File: config.mk
export PLATFORM = sky130hd
export DESIGN_NAME = store_merge_unit
export DESIGN_NICKNAME = d
export VERILOG_FILES = /design/src/rtl/store_merge_unit.sv
export SDC_FILE = /design/constraint.sdc
export NUM_CORES = 1
export LEC_CHECK = 0
export CORE_MARGIN = 1
export CORE_UTILIZATION = 35
export DETAILED_ROUTE_END_ITERATION = 10
export HOLD_SLACK_MARGIN = 0.06
export PLACE_DENSITY = 0.68
export SYNTH_ARGS = -nofsm -noshare
export SYNTH_HDL_FRONTEND = slang
export SYNTH_SLANG_ARGS = --single-unit
File: constraint.sdc
create_clock -name clk -period 1.95 [get_ports clk]
set_input_delay 0.39 -clock clk [delete_from_list [all_inputs] [get_ports clk]]
set_output_delay 0.39 -clock clk [all_outputs]
set_load 0.03 [all_outputs]
File: src/rtl/store_merge_unit.sv
// Sub-word store engine: sb/sh become read-modify-write on a data RAM without byte enables.
// Optional macro SMU_FWD_EN adds a one-entry last-write buffer so sb/sh hits skip the RAM read.
module store_merge_unit #(
  parameter int unsigned ADDR_W = 12
) (
  input  logic              clk,
  input  logic              reset,
  input  logic              req_valid,
  output logic              req_ready,
  input  logic [1:0]        req_op,
  input  logic [31:0]       req_addr,
  input  logic [31:0]       req_wdata,
  output logic              done,
  output logic              addr_err,
  output logic [ADDR_W-1:0] mem_addr,
  output logic              mem_re,
  input  logic [31:0]       mem_rdata,
  output logic              mem_we,
  output logic [31:0]       mem_wdata
);
  localparam int unsigned DATA_W = 32;

  localparam logic [2:0] IDLE  = 3'd0;
  localparam logic [2:0] READ  = 3'd1;
  localparam logic [2:0] CAPT  = 3'd2;
  localparam logic [2:0] WRITE = 3'd3;
  localparam logic [2:0] ERR   = 3'd4;

  localparam logic [1:0] OP_SH = 2'b01;
  localparam logic [1:0] OP_SB = 2'b10;

  logic [2:0]        state, state_nx;
  logic              op_byte_q;
  logic [1:0]        lane_q;
  logic [DATA_W-1:0] data_q;
  logic [DATA_W-1:0] wdata_nx;
  logic [ADDR_W-1:0] req_word, word_nx;
  logic              accept, req_sub, req_byte, misaligned;
  logic              fwd_hit;
  logic [DATA_W-1:0] fwd_word;
  logic              unused_addr_bits;

  assign req_word         = req_addr[ADDR_W+1:2];
  assign unused_addr_bits = ^req_addr[DATA_W-1:ADDR_W+2];
  assign req_ready        = (state == IDLE);
  assign accept           = req_valid && req_ready;
  assign req_byte         = (req_op == OP_SB);
  assign req_sub          = (req_op == OP_SB) || (req_op == OP_SH);
  // Reserved op 2'b11 falls into the word-store alignment rule.
  assign misaligned       = ((req_op == OP_SH) && req_addr[0]) ||
                            (!req_sub && (req_addr[1:0] != 2'b00));

  // Replace the selected byte/halfword lane of old with the low bits of src.
  function automatic logic [DATA_W-1:0] merge(input logic [DATA_W-1:0] old,
                                              input logic [DATA_W-1:0] src,
                                              input logic              is_byte,
                                              input logic [1:0]        ln);
    logic [DATA_W-1:0] mask;
    logic [4:0]        shamt;
    shamt = {ln, 3'b000};
    mask  = is_byte ? (DATA_W'(32'h0000_00FF) << shamt)
                    : (DATA_W'(32'h0000_FFFF) << {ln[1], 4'b0000});
    return (old & ~mask) | ((src << shamt) & mask);
  endfunction

  // Next state plus the word address and merged data to be registered at the coming edge.
  always_comb begin
    state_nx = state;
    wdata_nx = mem_wdata;
    word_nx  = mem_addr;
    case (state)
      IDLE: begin
        if (req_valid) begin
          word_nx = req_word;
          if (misaligned) begin
            state_nx = ERR;
          end else if (!req_sub) begin
            state_nx = WRITE;
            wdata_nx = req_wdata;
          end else if (fwd_hit) begin
            state_nx = WRITE;
            wdata_nx = merge(fwd_word, req_wdata, req_byte, req_addr[1:0]);
          end else begin
            state_nx = READ;
          end
        end
      end
      READ:  state_nx = CAPT;
      CAPT: begin
        state_nx = WRITE;
        wdata_nx = merge(mem_rdata, data_q, op_byte_q, lane_q);
      end
      WRITE: state_nx = IDLE;
      ERR:   state_nx = IDLE;
      default: state_nx = IDLE;
    endcase
  end

  // Strobes are decoded from the next state so they line up with the state they belong to.
  always_ff @(posedge clk or negedge reset) begin
    if (!reset) begin
      state     <= IDLE;
      op_byte_q <= 1'b0;
      lane_q    <= 2'b00;
      data_q    <= '0;
      mem_addr  <= '0;
      mem_wdata <= '0;
      mem_re    <= 1'b0;
      mem_we    <= 1'b0;
      done      <= 1'b0;
      addr_err  <= 1'b0;
    end else begin
      state     <= state_nx;
      mem_re    <= (state_nx == READ);
      mem_we    <= (state_nx == WRITE);
      done      <= (state_nx == WRITE);
      addr_err  <= (state_nx == ERR);
      mem_addr  <= word_nx;
      mem_wdata <= wdata_nx;
      if (accept) begin
        op_byte_q <= req_byte;
        lane_q    <= req_addr[1:0];
        data_q    <= req_wdata;
      end
    end
  end

`ifdef SMU_FWD_EN
  logic              fwd_valid;
  logic [ADDR_W-1:0] fwd_addr;

  // Mirrors the word being written so a following sub-word store to it needs no RAM read.
  always_ff @(posedge clk or negedge reset) begin
    if (!reset) begin
      fwd_valid <= 1'b0;
      fwd_addr  <= '0;
      fwd_word  <= '0;
    end else if (state_nx == WRITE) begin
      fwd_valid <= 1'b1;
      fwd_addr  <= word_nx;
      fwd_word  <= wdata_nx;
    end
  end

  assign fwd_hit = fwd_valid && (fwd_addr == req_word);
`else
  assign fwd_hit  = 1'b0;
  assign fwd_word = '0;
`endif

endmodule

* Word-level counts from Yosys, hierarchy flattened *
Index checks and enable logic that the tools add are counted.

word-level totals
  flip-flop bits (word level) = 85
  latch bits = 0
  memory bits (writable) = 0
  ROM bits = 0
  logic and storage cells = 46
  memories = 0

cells by class
  add/subtract/negate cells = 0
  multipliers = 0
  divide/modulo/power cells = 0
  $lt $le $gt $ge = 0
  equal/unequal tests = 10
  shifts and indexed selects = 3
  multiplexer cells = 9
  bitwise gates (word level) = 4
  reductions and logical operators = 11

operator list
  cell                                               count
  2-to-1 mux 32 bit                                  4
  bitwise AND 32 bit                                 2
  one-hot mux 32 bit (2 select lines)                1
  NOT 32 bit                                         1
  bitwise OR 32 bit                                  1
  << shifter 16 x 5 -> 32 bit, first input constant  1
  << shifter 32 x 5 -> 32 bit                        1
  << shifter 8 x 5 -> 32 bit, first input constant   1
  one-hot mux 3 bit (3 select lines)                 1
  == test 3 x 1 -> 1 bit, second input constant      2
  == test 3 x 2 -> 1 bit, second input constant      2
  2-to-1 mux 3 bit                                   2
  inequality test 2 bit, second input constant       3
  AND reduction 4 bit                                1
  nonzero test 2 bit                                 2
  == test 3 bit, second input constant               1
  logical AND 1 bit                                  3
  logical NOT 3 bit                                  1
  == test 2 x 1 -> 1 bit, second input constant      1
  == test 2 bit, second input constant               1
  logical OR 1 bit                                   2
  2-to-1 mux 2 bit                                   1
  AND reduction 2 bit                                1
  logical NOT 1 bit                                  1

* Longest topological paths before layout *
  depth in word-level cells = 9
  mapped depth = 8
  mapped depth without buffers = 5

* Worst setup path after synthesis *
OpenSTA, ideal clock, no wires.

  kind = input to register
  start point = input port req_op[0]
  end point = register mem_wdata[28]
  library setup time = 0.134 ns
  data arrival time = 1.699 ns
  required time = 1.816 ns
  slack = 0.116 ns
  stages on the path = 8
  buffers on the path = 3
  cell sequence = inv_1 > ha_1 > buf_2 > or3b_1 > clkbuf_1 > clkbuf_1 > o21ai_1 > a22oi_1

on the way
  word-level cells in the longest chain between the ends = 7

ends and longest elaborated chain
  element                                                         line    text
  from (decl)                                                     10      input logic [1:0] req_op,
  == test 2 bit / == test 2 x 1 -> 1 bit (equally long branches)  48, 50
  logical OR 1 bit                                                48      assign req_sub = (req_op == OP_SB) || (req_op == OP_SH);
  logical NOT 1 bit                                               --
  logical AND 1 bit                                               51      (!req_sub && (req_addr[1:0] != 2'b00));
  logical OR 1 bit                                                50      assign misaligned = ((req_op == OP_SH) && req_addr[0]) ||
  inequality test 2 bit (no line)                                 --
  AND reduction 4 bit (no line) *                                 --
  to (signal assigned)                                            119     mem_wdata <= wdata_nx;
  to (decl)                                                       19      output logic [31:0] mem_wdata

Mark *: on every way between the ends. The rest lies on a longest branch, timed or not.
A chain may end at the register's enable or synchronous reset.

* Worst setup path after layout *
  start point = input port req_op[0]
  end point = register mem_wdata[26]

Same word-level chain as after synthesis.

==> flow_summary.json <==
{
  "syn2layout_area_growth_pct": 49.4,
  "path_cells": "clkdlybuf4s50_1 > inv_1 > ha_1 > or3b_1 > buf_4 > o21ai_0 > a22oi_1",
  "slew_viol_final": 0,
  "initial_core_util_pct": 36.2,
  "fin_crit_ns": 1.84,
  "postRouteAntennaNets": 0,
  "vias": 3654,
  "first_pass_iters": 4,
  "slowest_delay_ns": 0.48,
  "worst-slew-pin-transition_ns": 0.611,
  "postCtsSetupRepairBufs": 0,
  "die_h_um": 103,
  "yosysTopAreaCell": "dfrtp_1",
  "max_freq_mhz": 544,
  "ys_ff_latch": 69,
  "cts_buffers": 9,
  "fp.dieW_um": 103,
  "crit_slowest_cell": "clkdlybuf4s50_1",
  "ir_drop_mv": 0.850,
  "crit_required_ns": 2.19,
  "async_flop_share_pct": 100,
  "clock_sinks": 69,
  "cts.clk_slew.worst_paths_ns": 0.08,
  "crit_path_end": "mem_wdata[26]",
  "min_path_type": "in -> async",
  "wl_per_cell_um": 17.9,
  "antenna_found_initial": 0,
  "grt_setup_unrepaired": "false",
  "power_density_mw_per_mm2": 1700,
  "multi_input_area_sq_mm": 0.00158,
  "worstSetupPathType": "in -> reg",
  "yosys.cell_count.top_type": "nand2_1",
  "totalWireLength_mm": 11.7,
  "yosys_warnings": 0,
  "row_count": 36,
  "startpoint_type": "input pin",
  "grt_usage_pct": 23.5,
  "grt_overflow": 0,
  "port_buffers": 131,
  "vias_per_cell": 5.61,
  "die_area_sq_mm": 0.0105,
  "drive_above_1_share_pct": 11.2,
  "worstSkewPairLatency_ns": 0.36,
  "ff2ff_path_depth": 5,
  "cap_violations": 0,
  "cts.path.max_buffers": 2,
  "cp_max_fo": 17,
  "place.gp.congestion": 0.846,
  "synthCells": 381,
  "drc": 0,
  "register_area_sq_mm": 0.00173,
  "antenna_cells": 0,
  "whs_ns": 0.433,
  "fin_skew_ns": 0.00910,
  "slew_headroom_pct": 59.2,
  "ys_seq_area_share_pct": 48.8,
  "r2r-end": "mem_wdata[12]",
  "crit_start": "req_op[0]",
  "syn-num-nets": 484,
  "leakage_nw": 2.18,
  "final-setup-viol-count": 0,
  "root_buffer": "clkbuf_8",
  "worstSetupEndpointType": "flip-flop",
  "status": "complete, no violations",
  "synth.avg_cell_area_sq_um": 9.29,
  "cts_tree": "done",
  "core-area_sq_mm": 0.00977,
  "synth_top_area_share_pct": 48.8,
  "synth_area_sq_mm": 0.00354,
  "n_fill_cell": 885,
  "grt_max_degree": 35,
  "hold_violations": 0,
  "final_net_count": 616,
  "min_period_over_period_pct": 94.3,
  "yosys-top-cells-count": "nand2_1, dfrtp_1, a221oi_1, o21ai_0, a41oi_1",
  "drt_iter0_drc": 227,
  "htree_levels": 3,
  "dpl.hpwl_mm": 8.20,
  "yosys-top-cells-area": "dfrtp_1, nand2_1, a221oi_1",
  "synth_cell_types": 31,
  "synth-main-ff-cell": "dfrtp_1",
  "finish.utilization_pct": 54.1,
  "grt_pass1_vias": 3628,
  "arrival_ns": 2.08,
  "rrSetupSlack_ns": 0.16,
  "io_pins": 150,
  "grt_pass1_wl_mm": 18.7,
  "synth_edf_count": 0,
  "rr_startpoint": "state[2]"
}
[sequential cells by signal, summed over array words and instances, names as in the netlist]
| name | cells |
|---|---|
| state | 3 |
| mem_we | 1 |
| mem_wdata | 32 |
| mem_addr | 12 |
| addr_err | 1 |
| lane_q | 2 |
| mem_re | 1 |
| data_q | 16 |
| op_byte_q | 1 |
[worst min-delay path by stage]
stage / from / end / slack (ns)
floorplan: reset / addr_err / 0.09
global placement: reset / mem_wdata[11] / 0.27
detailed placement: reset / mem_wdata[11] / 0.27
CTS: reset / mem_wdata[11] / 0.43
global route: reset / mem_wdata[11] / 0.47
finish: reset / mem_wdata[11] / 0.43
[worst max-delay path, delay by kind of cell]
| kind | cells | cell delay (ns) |
|---|---|---|
| AND/OR/NAND/NOR | 1 | 0.37 |
| adder cells (fa/ha/maj) | 1 | 0.28 |
| buffers and inverters | 3 | 0.75 |
| AO/OA/AOI/OAI | 2 | 0.29 |
[what timing repair did]
item                                    in CTS  in global routing
gates resized for setup                      1                  5
hold buffers                                 1                  0
gates cloned                                 0                  0
endpoints found under the setup margin       1                  3
endpoints found under the hold margin       14                  0
[cell families after synthesis]
logic type                 after synthesis  synth area share, %
adders and majority gates                2                0.707
buffers and inverters                   48                 6.93
and+or+nand+nor                        108                 13.4
AOI/OAI and AO/OA                      153                 30.0
xor gates and xnor gates                 1                0.247
DFF                                     69                 48.8
[where the power goes]
group / switching (mW) / leakage [nW] / internal, mW
Sequential: 0.560 / 0.830 / 2.14
Clock: 0.591 / 0.0923 / 0.588
Combinational: 2.94 / 1.26 / 2.15
Total: 4.10 / 2.18 / 4.88
[cell usage in the layout, fill, tap and decap left out, types with 2 or more instances in the layout]
cell type,instances
clkinvlp_4,2
inv_1,3
o21ai_0,29
nor2b_1,3
nand2_1,92
dfrtp_1,69
a221oi_1,32
clkdlybuf4s50_1,129
or3b_1,2
a41oi_1,31
a21oi_1,17
clkbuf_8,9
buf_12,3
a31oi_1,2
o21ai_1,22
a22oi_1,16
nor3b_2,2
buf_4,31
ha_1,2
clkinv_2,2
nor3_1,2
[stage by stage]
stage               setup WS [ns]  power, mW  instance area [sq um]  setup TNS (ns)  instances
floorplan                   0.116       5.76                   3540               0        381
global placement           -0.220       7.68                   5080           -7.93        634
detailed placement         -0.279       7.78                   5080           -8.20        634
CTS                        0.0861       8.96                   5280               0        651
global route              0.00183       9.54                   5290               0        651
finish                      0.111       8.97                   5290               0        651
[cell type report]
cell class / instances / area share [%]
Clock buffer: 10 / 2.41
Clock inverter: 6 / 1.21
Inverter: 3 / 0.213
Multi-Input combinational cell: 264 / 29.9
Sequential cell: 69 / 32.6
Tap cell: 133 / 3.14
Timing Repair Buffer: 166 / 30.5
[metal layers]
layer  vias up  wire (um)  share of wire [%]  global-route usage, %
met5         -          0                  0                      0
met1      1759       5220                 45                   32.1
met4         0        215                1.8                   9.67
met3        23        819                7.0                   4.27
li1       1698          -                  -                      -
met2       174       5430                 46                   36.7
Note: power is estimated with default switching activity, not from simulation.
